**config.mk**
```make
export PLATFORM = sky130hd
export DESIGN_NAME = spi_quad_pixel_rx
export DESIGN_NICKNAME = d
export VERILOG_FILES = /design/src/rtl/spi_quad_pixel_rx.sv
export SDC_FILE = /design/constraint.sdc
export NUM_CORES = 1
export LEC_CHECK = 0
export ABC_AREA = 1
export ABC_CLOCK_PERIOD_IN_PS = 6100
export CORE_UTILIZATION = 48
export CTS_CLUSTER_SIZE = 20
export DETAILED_ROUTE_END_ITERATION = 10
export DONT_BUFFER_PORTS = 1
export HOLD_SLACK_MARGIN = 0.08
export PLACE_DENSITY = 0.65
export REMOVE_ABC_BUFFERS = 1
export SYNTH_ARGS = -nofsm -noshare
export SYNTH_HDL_FRONTEND = slang
export SYNTH_SLANG_ARGS = --single-unit
```
**constraint.sdc**
```tcl
create_clock -name clk_in -period 6.1 [get_ports clk_in]
set_input_delay 0.915 -clock clk_in [delete_from_list [all_inputs] [get_ports clk_in]]
set_output_delay 0.915 -clock clk_in [all_outputs]
set_load 0.03 [all_outputs]
```
**src/rtl/spi_quad_pixel_rx.sv**
```systemverilog
// Receiver for the 4-line pixel SPI link. It synchronizes the link, shifts in one pixel per line, and streams the pixels with row/frame counters.
// Optional feature macro: SPI_RX_STATS_EN adds saturating packet/drop counters (pkt_count_out, drop_count_out).
module spi_quad_pixel_rx #(
    parameter int DATA_WIDTH  = 8,
    parameter int LINES       = 4,
    parameter int H_ACTIVE    = 640,
    parameter int V_ACTIVE    = 360,
    parameter int SYNC_STAGES = 2
) (
    input  logic                        clk_in,
    input  logic                        rst_in,
    input  logic                        dclk_in,
    input  logic                        cs_in,
    input  logic [LINES-1:0]            data_in,
    input  logic                        hsync_in,
    input  logic                        vsync_in,
    output logic [DATA_WIDTH-1:0]       pixel_out,
    output logic [$clog2(H_ACTIVE)-1:0] hcount_out,
    output logic [$clog2(V_ACTIVE)-1:0] vcount_out,
    output logic                        pixel_valid_out,
    input  logic                        pixel_ready_in,
    output logic                        frame_start_out,
    output logic                        overflow_out,
    output logic                        short_pkt_out
`ifdef SPI_RX_STATS_EN
    ,
    output logic [15:0]                 pkt_count_out,
    output logic [7:0]                  drop_count_out
`endif
);

    localparam int HW    = $clog2(H_ACTIVE);
    localparam int VW    = $clog2(V_ACTIVE);
    localparam int IW    = (LINES > 1) ? $clog2(LINES) : 1;
    localparam int CW    = $clog2(DATA_WIDTH + 2);
    localparam int NSYNC = LINES + 4;

    typedef enum logic [0:0] {
        S_IDLE  = 1'b0,
        S_SHIFT = 1'b1
    } rx_state_t;

    // ------------------------------------------------------------------
    // Input synchronizers and edge detection
    // ------------------------------------------------------------------
    logic [NSYNC-1:0] w_async;
    logic [NSYNC-1:0] r_sync [SYNC_STAGES];
    logic [NSYNC-1:0] r_prev;
    logic [NSYNC-1:0] w_cur;
    logic [LINES-1:0] w_data_s;
    logic             w_dclk_rise;
    logic             w_cs_fall;
    logic             w_cs_rise;
    logic             w_hsync_rise;
    logic             w_vsync_rise;

    assign w_async = {vsync_in, hsync_in, cs_in, dclk_in, data_in};

    always_ff @(posedge clk_in) begin
        if (!rst_in) begin
            for (int s = 0; s < SYNC_STAGES; s++) begin
                r_sync[s] <= '0;
            end
            r_prev <= '0;
        end else begin
            r_sync[0] <= w_async;
            for (int s = 1; s < SYNC_STAGES; s++) begin
                r_sync[s] <= r_sync[s-1];
            end
            r_prev <= r_sync[SYNC_STAGES-1];
        end
    end

    assign w_cur        = r_sync[SYNC_STAGES-1];
    assign w_data_s     = w_cur[LINES-1:0];
    assign w_dclk_rise  =  w_cur[LINES]   & ~r_prev[LINES];
    assign w_cs_fall    = ~w_cur[LINES+1] &  r_prev[LINES+1];
    assign w_cs_rise    =  w_cur[LINES+1] & ~r_prev[LINES+1];
    assign w_hsync_rise =  w_cur[LINES+2] & ~r_prev[LINES+2];
    assign w_vsync_rise =  w_cur[LINES+3] & ~r_prev[LINES+3];

    // ------------------------------------------------------------------
    // RX FSM: state register / next state / outputs
    // ------------------------------------------------------------------
    rx_state_t r_state;
    rx_state_t w_state_next;
    logic      w_start;
    logic      w_shift;
    logic      w_done;

    always_ff @(posedge clk_in) begin
        if (!rst_in) begin
            r_state <= S_IDLE;
        end else begin
            r_state <= w_state_next;
        end
    end

    always_comb begin
        w_state_next = r_state;
        if (w_vsync_rise) begin
            w_state_next = S_IDLE;
        end else begin
            case (r_state)
                S_IDLE:  if (w_cs_fall) w_state_next = S_SHIFT;
                S_SHIFT: if (w_cs_rise) w_state_next = S_IDLE;
                default: w_state_next = S_IDLE;
            endcase
        end
    end

    // A vsync edge in the same cycle as any cs edge aborts the packet outright.
    always_comb begin
        w_start = 1'b0;
        w_shift = 1'b0;
        w_done  = 1'b0;
        if (!w_vsync_rise) begin
            case (r_state)
                S_IDLE: begin
                    w_start = w_cs_fall;
                end
                S_SHIFT: begin
                    w_shift = w_dclk_rise & ~w_cs_rise;
                    w_done  = w_cs_rise;
                end
                default: begin
                    w_start = 1'b0;
                end
            endcase
        end
    end

    // ------------------------------------------------------------------
    // Deserializer
    // ------------------------------------------------------------------
    logic [DATA_WIDTH-1:0] r_shift [LINES];
    logic [CW-1:0]         r_bitcnt;
    logic                  r_commit_pend;
    logic                  r_short;
    logic                  w_len_ok;

    assign w_len_ok = (r_bitcnt == CW'(DATA_WIDTH));

    // Bit counter saturates one past DATA_WIDTH so long packets stay flagged as bad.
    always_ff @(posedge clk_in) begin
        if (!rst_in) begin
            for (int i = 0; i < LINES; i++) begin
                r_shift[i] <= '0;
            end
            r_bitcnt      <= '0;
            r_commit_pend <= 1'b0;
            r_short       <= 1'b0;
        end else begin
            r_commit_pend <= 1'b0;
            r_short       <= 1'b0;
            if (w_start) begin
                r_bitcnt <= '0;
            end else if (w_shift) begin
                for (int i = 0; i < LINES; i++) begin
                    r_shift[i] <= {r_shift[i][DATA_WIDTH-2:0], w_data_s[i]};
                end
                if (r_bitcnt != CW'(DATA_WIDTH + 1)) begin
                    r_bitcnt <= r_bitcnt + 1'b1;
                end
            end
            if (w_done) begin
                r_commit_pend <= w_len_ok;
                r_short       <= ~w_len_ok;
            end
        end
    end

    // ------------------------------------------------------------------
    // Two-slot packet buffer and output drain
    // ------------------------------------------------------------------
    logic [DATA_WIDTH-1:0] r_slot [2][LINES];
    logic                  r_wr_ptr;
    logic                  r_rd_ptr;
    logic [1:0]            r_count;
    logic [IW-1:0]         r_rd_idx;
    logic                  r_overflow;
    logic                  w_valid;
    logic                  w_fire;
    logic                  w_pop;
    logic                  w_commit_try;
    logic                  w_write;
    logic                  w_drop;

    assign w_valid      = (r_count != 2'd0);
    assign w_fire       = w_valid & pixel_ready_in;
    assign w_pop        = w_fire & (r_rd_idx == IW'(LINES - 1));
    assign w_commit_try = r_commit_pend & ~w_vsync_rise;
    assign w_write      = w_commit_try & ((r_count != 2'd2) | w_pop);
    assign w_drop       = w_commit_try & ~((r_count != 2'd2) | w_pop);

    // When full, a commit coinciding with the last pixel of a slot reuses that slot.
    always_ff @(posedge clk_in) begin
        if (!rst_in) begin
            for (int s = 0; s < 2; s++) begin
                for (int i = 0; i < LINES; i++) begin
                    r_slot[s][i] <= '0;
                end
            end
            r_wr_ptr   <= 1'b0;
            r_rd_ptr   <= 1'b0;
            r_count    <= 2'd0;
            r_rd_idx   <= '0;
            r_overflow <= 1'b0;
        end else if (w_vsync_rise) begin
            r_wr_ptr <= 1'b0;
            r_rd_ptr <= 1'b0;
            r_count  <= 2'd0;
            r_rd_idx <= '0;
        end else begin
            if (w_write) begin
                for (int i = 0; i < LINES; i++) begin
                    r_slot[r_wr_ptr][i] <= r_shift[i];
                end
                r_wr_ptr <= ~r_wr_ptr;
            end
            if (w_pop) begin
                r_rd_ptr <= ~r_rd_ptr;
                r_rd_idx <= '0;
            end else if (w_fire) begin
                r_rd_idx <= r_rd_idx + 1'b1;
            end
            r_count <= r_count + {1'b0, w_write} - {1'b0, w_pop};
            if (w_drop) begin
                r_overflow <= 1'b1;
            end
        end
    end

    // ------------------------------------------------------------------
    // Row / frame position counters
    // ------------------------------------------------------------------
    logic [HW-1:0] r_hcount;
    logic [VW-1:0] r_vcount;
    logic [VW-1:0] w_vnext;
    logic          r_frame_pend;

    assign w_vnext = (r_vcount == VW'(V_ACTIVE - 1)) ? '0 : r_vcount + 1'b1;

    always_ff @(posedge clk_in) begin
        if (!rst_in) begin
            r_hcount     <= '0;
            r_vcount     <= '0;
            r_frame_pend <= 1'b0;
        end else if (w_vsync_rise) begin
            r_hcount     <= '0;
            r_vcount     <= '0;
            r_frame_pend <= 1'b1;
        end else begin
            if (w_hsync_rise && (r_hcount != '0)) begin
                r_hcount <= '0;
                r_vcount <= w_vnext;
            end else if (w_fire) begin
                if (r_hcount == HW'(H_ACTIVE - 1)) begin
                    r_hcount <= '0;
                    r_vcount <= w_vnext;
                end else begin
                    r_hcount <= r_hcount + 1'b1;
                end
            end
            if (w_fire) begin
                r_frame_pend <= 1'b0;
            end
        end
    end

`ifdef SPI_RX_STATS_EN
    // ------------------------------------------------------------------
    // Saturating link statistics, restarted every frame
    // ------------------------------------------------------------------
    logic [15:0] r_pkt_count;
    logic [7:0]  r_drop_count;
    logic        w_drop_evt;

    assign w_drop_evt = w_drop | (w_done & ~w_len_ok);

    always_ff @(posedge clk_in) begin
        if (!rst_in || w_vsync_rise) begin
            r_pkt_count  <= '0;
            r_drop_count <= '0;
        end else begin
            if (w_write && (r_pkt_count != 16'hFFFF)) begin
                r_pkt_count <= r_pkt_count + 1'b1;
            end
            if (w_drop_evt && (r_drop_count != 8'hFF)) begin
                r_drop_count <= r_drop_count + 1'b1;
            end
        end
    end

    assign pkt_count_out  = r_pkt_count;
    assign drop_count_out = r_drop_count;
`endif

    assign pixel_out       = r_slot[r_rd_ptr][r_rd_idx];
    assign hcount_out      = r_hcount;
    assign vcount_out      = r_vcount;
    assign pixel_valid_out = w_valid;
    assign frame_start_out = r_frame_pend & w_valid;
    assign overflow_out    = r_overflow;
    assign short_pkt_out   = r_short;

endmodule

```
==> flow_summary.yaml, run 1 <==
placed_design:
  port_buffers: 0
  dp_hpwl_um: 8189
  finalWeightedCongestion: 0.8367
global_routing:
  grt_pass1_wl_um: 21240
  grt_max_degree: 34
  antenna_found_initial: 0
  grt_usage_pct: 19.23
  grt_pass1_vias: 4366
  grt_overflow: 0
detailed_routing:
  vias: 4578
  routedWlPerCell_um: 14.11
  drt-initial-drc-count: 319
  avgViaCountPerCell: 5.025
  drtPass1Iterations: 4
  drt_wl_total_um: 12860
  ant_nets: 0
  drc: 0
cells_and_area:
  fill_cells: 1221
  nNetsFinal: 741
  final_layout_size_suffix_gt1_share_pct: 11.02
  multiInputGateArea_um2: 2121
  seqCellArea_um2: 3984
  n_antenna_cell: 0
  syn_to_final_growth_pct: 9.922
critical_path:
  cp-start-kind: "flip-flop"
  slowest_delay_ps: 850
  worst-path-buf-inv: 1
  crit_slowest_cell: "dfxtp_1"
  rr_worst_depth: 7
  end_kind: "output port"
  crit_type: "reg2out"
  crit_cells: 4
  path_delay_family: "flip-flops"
  cp.required_ps: 5180
  path_cells: "inv_1 > nor2_1 > o21ai_0 > a31oi_1"
  arrival_ps: 2800
  cp_max_fo: 19
timing:
  finalSetupTns_ps: 0
  slew_violations: 0
  hold_viol_final: 0
  slew_headroom_pct: 21.16
  finalSetupViolCount: 0
  clock.fmax_ghz: 0.2692
  rsz0062_at_grt: "false"
  clock_skew_ps: 8.014
  worst_slew_pin_slew_ps: 1180
  layout_min_cycle_time_ps: 3715
  fin_crit_sh_pct: 60.90
floorplanning:
  core_area_um2: 13450
  die-area_um2: 14450
  start_util_pct: 49.87
  die_height_um: 120.2
  rows: 42
  die_w_um: 120.2
  io_pins: 42
clocking:
  clk_latency_ps: 420
  cts-resized-gates: 0
  h-tree-depth: 4
  cts-buffers-inserted: 17
  path_clk_slew_ps: 60
  post_cts.repair.setup_buffers: 0
  clock-sinks: 151
  clock_path_buffers: 2
  root_buffer: "clkbuf_16"
  cts_tree: "built"
  hold_buffers: 0
yosys:
  ys_seq_area_share_pct: 59.38
  syn_area_um2: 6709
  netlist_instances: 725
  ys_types: 30
  ys_warn_count: 0
  synth_seq_cells: 151
  avgSynthCellArea_um2: 9.254
power_and_ir_drop:
  p_per_area_nw_per_um2: 294.2
  finalPower_mw: 2.170
  peakVddDrop_uv: 183.3
  power_leakage_nw: 3.290
min_path:
  hold_depth: 2
  hp-class: "reg2reg"
run:
  drv_cap: 0
outcome:
  outcome: "completed"
worst min-delay path: stages (launching register included):
cell and delay (ps):
dfxtp_1 300, nand2_1 40, inv_1 40
final cells by class:
cell class	count	share of cell area, %
Multi-Input combinational cell	427	28.76
Inverter	122	6.278
Clock buffer	19	5.870
Clock inverter	13	1.781
Tap cell	176	2.986
Timing Repair Buffer	3	0.3054
Sequential cell	151	54.02
final timing paths:
| path | slack [ps] | start | to |
|---|---|---|---|
| min | 410 | r_sync[0][7]$_SDFF_PN0_ | r_sync[0][15]$_SDFF_PN0_ |
| max | 2380 | r_rd_idx[0]$_SDFFE_PP0P_ | pixel_out[0] |
| max reg2reg | 2500 | r_rd_idx[0]$_SDFFE_PP0P_ | r_slot[1][6]$_DFFE_PP_ |
| min reg2reg | 410 | r_sync[0][7]$_SDFF_PN0_ | r_sync[0][15]$_SDFF_PN0_ |
kinds of logic after synthesis:
group           share of synthesized area [%]
xor+xnor                                1.436
flops                                   59.38
simple gates                            22.49
compound gates                          6.192
fa+ha+maj                               1.492
buf+inv                                 9.008
Yosys cell counts, drive strengths merged:
cell | n | area (um^2)
inv | 122 | 462.9
a31oi | 9 | 56.30
nand4 | 9 | 56.30
clkbuf | 19 | 71.32
xor2 | 6 | 52.55
o22ai | 9 | 56.30
nor3 | 3 | 15.01
o21ai | 39 | 195.2
o21a | 1 | 7.510
nand3 | 29 | 145.1
a21oi | 20 | 100.1
edfxtp | 96 | 2883
ha | 8 | 100.1
nand2 | 112 | 545.5
xnor2 | 5 | 43.79
buf | 6 | 70.06
dfxtp | 55 | 1101
nor2 | 176 | 740.7
or2 | 1 | 6.260
cell usage in the layout (no fill, tap or decap), drive strengths merged, types with 2 or more instances in the layout:
master	n
a21oi	20
a31oi	9
buf	3
bufinv	2
clkbuf	19
clkinv	7
clkinvlp	3
dfxtp	55
edfxtp	96
ha	8
inv	123
nand2	112
nand3	29
nand4	9
nor2	176
nor3	3
o21ai	39
o22ai	9
xnor2	5
xor2	6
report_power, final:
group | internal (mW) | switching [mW] | total [mW]
clock network | 0.598 | 0.404 | 1.00
registers | 1.11 | 0.0111 | 1.12
logic | 0.00922 | 0.0353 | 0.0445
total | 1.72 | 0.450 | 2.17
routing by layer:
layer,wire length [um],global-route usage [%],share of wire (%)
met5,0,0,0
met4,304,9.568,2.4
met3,593,4.670,4.6
met2,6141,30.96,48
met1,5816,24.22,45
registers in the layout, indices dropped and copies added, names as in the netlist, 2 cells and up, named ones only:
| register | count |
|---|---|
| r_slot | 64 |
| r_prev | 4 |
| r_count | 2 |
| hcount_out | 10 |
| vcount_out | 9 |
| r_sync | 16 |
| r_bitcnt | 4 |
| r_rd_idx | 2 |
| r_shift | 32 |
per-stage QoR:
stage	util (%)	setup slack (ps)	area [um^2]	cells	hold slack, ps
after CTS	54.82	2375	7375	911	410.1
after global placement	50.62	2575	6810	879	393.5
after detailed placement	50.62	2466	6810	879	396.4
after global routing	54.82	2233	7375	911	434.0
after floorplan	-	3076	6568	700	390.0
final	54.82	2385	7375	911	408.1
No activity file was read; power rests on OpenSTA's default activity.
==> run 2, diff against run 1 <==
ABC_CLOCK_PERIOD_IN_PS = 3400   (was 6100)
PLACE_DENSITY = 0.67   (was 0.65)
clock period = 3.4 ns   (was 6.1 ns; I/O delays follow)
==> run 2 against run 1 <==
  * Utilization is 0.98 points higher
  * Cell count is 1.4% higher
  * Combinational power up 96%
  * Sequential cell count unchanged
  * Non-clock buffer count increased by 13
  * Via count decreased by 0.59%
  * Power increased by 83%
  * Routed wire length shrank 1.8%
  * Hold slack got worse by 220 ps
  * Sequential share of layout area fell by 0.95 points
  * Highest routed layer unchanged
==> flow_summary.yaml, run 2 (synthesis gave the netlist of run 1 again) <==
outcome:
  outcome: "completed"
timing:
  clock.fmax_ghz: 0.3661
  finalSetupViolCount: 0
  rsz0062_at_grt: "false"
  slew_headroom_pct: 45.01
  finalSetupTns_ps: 0
  layout_min_cycle_time_ps: 2731
  hold_viol_final: 0
  setup_slack_ps: 668.8
  hold_slack_ps: 186.4
  worst_slew_pin_slew_ps: 824.8
  clock_skew_ps: 7.810
  slew_violations: 0
  fin_crit_sh_pct: 80.33
critical_path:
  slowest_delay_ps: 460
  crit_slowest_cell: "inv_1"
  cp_max_fo: 21
  arrival_ps: 2220
  cp-start-kind: "flip-flop"
  r2r_setup_slack_ps: 960
  end_kind: "output port"
  crit_top_cell: "buf_4"
  rr_startpoint: "r_count[1]$_SDFF_PP0_"
  path_cells: "inv_1 > buf_4 > o21ai_0 > o22ai_1 > nor2_1 > a31oi_1 > buf_4"
  worst-path-buf-inv: 3
  crit_type: "reg2out"
  path_delay_family: "buffers and inverters"
  cp.required_ps: 2890
floorplanning:
  io_pins: 42
  core_area_um2: 13450
  die_w_um: 120.2
  die_height_um: 120.2
  die-area_um2: 14450
  rows: 42
  start_util_pct: 49.87
clocking:
  clock-sinks: 151
  clk_latency_ps: 420
  path_clk_slew_ps: 60
  root_buffer: "clkbuf_16"
  clock_path_buffers: 2
  cts-resized-gates: 0
  h-tree-depth: 4
  cts_tree: "built"
  hold_buffers: 0
  post_cts.repair.setup_buffers: 0
  cts-buffers-inserted: 17
global_routing:
  grt_pass1_wl_um: 21370
  grt_max_degree: 33
  grt_pass1_vias: 4445
  grt_usage_pct: 19.17
  grt_overflow: 0
  antenna_found_initial: 0
power_and_ir_drop:
  peakVddDrop_uv: 380.8
  switching_share_pct: 19.40
  clkPwrFrac_pct: 47.0
  p_sw_mw: 0.7697
  p_seq_share_pct: 50.8
  p_comb_share_pct: 2.2
  power_leakage_nw: 3.379
  p_per_area_nw_per_um2: 528.5
  intPower_mw: 3.198
cells_and_area:
  most-common-layout-cells: "155 x nor2_1, 120 x inv_1, 96 x edfxtp_1"
  nNetsFinal: 754
  final_layout_size_suffix_gt1_share_pct: 12.57
  multiInputGateArea_um2: 2121
  n_antenna_cell: 0
  fin_cells: 924
  finish.utilization_pct: 55.79
  max_flop_register: "r_slot"
  reg_top3: "r_slot: 64 flops, r_shift: 32 flops, r_sync: 16 flops"
  syn_to_final_growth_pct: 11.88
  fill_cells: 1177
  largest_reg_flops: 64
  mostFrequentLayoutCell: "nor2_1"
  seqCellArea_um2: 3984
placed_design:
  dp_hpwl_um: 8150
  placedCellCount: 892
  finalWeightedCongestion: 0.8387
  dp_slack_ps: 953.5
  port_buffers: 0
min_path:
  min_from: "rst_in"
  hp-class: "in2reg"
detailed_routing:
  ant_nets: 0
  avgViaCountPerCell: 4.925
  wl_met1_um: 5619
  vias: 4551
  top_layer: "met4"
  drt-initial-drc-count: 288
  drt_wl_total_um: 12630
  wl_met3_um: 521
  drtPass1Iterations: 4
  routedWlPerCell_um: 13.67
  drc: 0
  wl_met2_um: 6214
run:
  drv_cap: 0
==> run 2: cell types whose count changed in the layout (fill, tap and decap cells not counted), sizes merged <==
cell      change
clkinvlp      -2
buf          +13
inv           -1
clkbuf        +6
clkinv        -3
==> run 2: path summary, 6_finish.rpt <==
check	to	cells past startpoint
setup reg to reg	r_slot[0][24]$_SDFFCE_PN0P_	11
setup / recovery	pixel_out[0]	7
hold / removal	r_sync[0][4]$_SDFF_PN0_	2
hold reg to reg	r_sync[0][10]$_SDFF_PN0_	2
==> run 2: cell type report <==
cell class | count | share of cell area [%]
Multi-Input combinational cell | 427 | 28.25
Inverter | 122 | 6.168
Tap cell | 176 | 2.934
Sequential cell | 151 | 53.08
Timing Repair Buffer | 16 | 1.600
Clock buffer | 25 | 6.751
Clock inverter | 7 | 1.217
==> run 2: per-stage QoR <==
stage | cell area (um^2) | power (mW)
finish | 7506 | 3.967
global route | 7506 | 4.091
CTS | 7506 | 4.006
detailed placement | 6908 | 2.143
global placement | 6908 | 2.139
floorplan | 6568 | 2.109
==> run 2: power by group through the flow <==
stage | clock, mW | combinational, mW | sequential (mW)
floorplan | 0 | 0.0603 | 2.05
global placement | 0 | 0.0864 | 2.05
detailed placement | 0 | 0.0880 | 2.05
CTS | 1.90 | 0.0885 | 2.02
global route | 1.97 | 0.0976 | 2.02
finish | 1.86 | 0.0870 | 2.02
==> run 2: worst reg2reg max path, stage by stage (launching register included) <==
cell and delay (ps):
dfxtp_1 410, inv_1 70, nand2_2 190, nand2_4 190, inv_6 130, nand2_4 70
nand3_1 110, nand2_2 120, nor2_8 120, buf_4 440, nand2_2 260, nor2_1 170
==> run 2: per-layer routing <==
layer / up-vias / GRT usage, %
met5: - / 0
met4: 0 / 8.719
met3: 18 / 4.858
met2: 106 / 31.93
met1: 2107 / 23.43
li1: 2320 / -
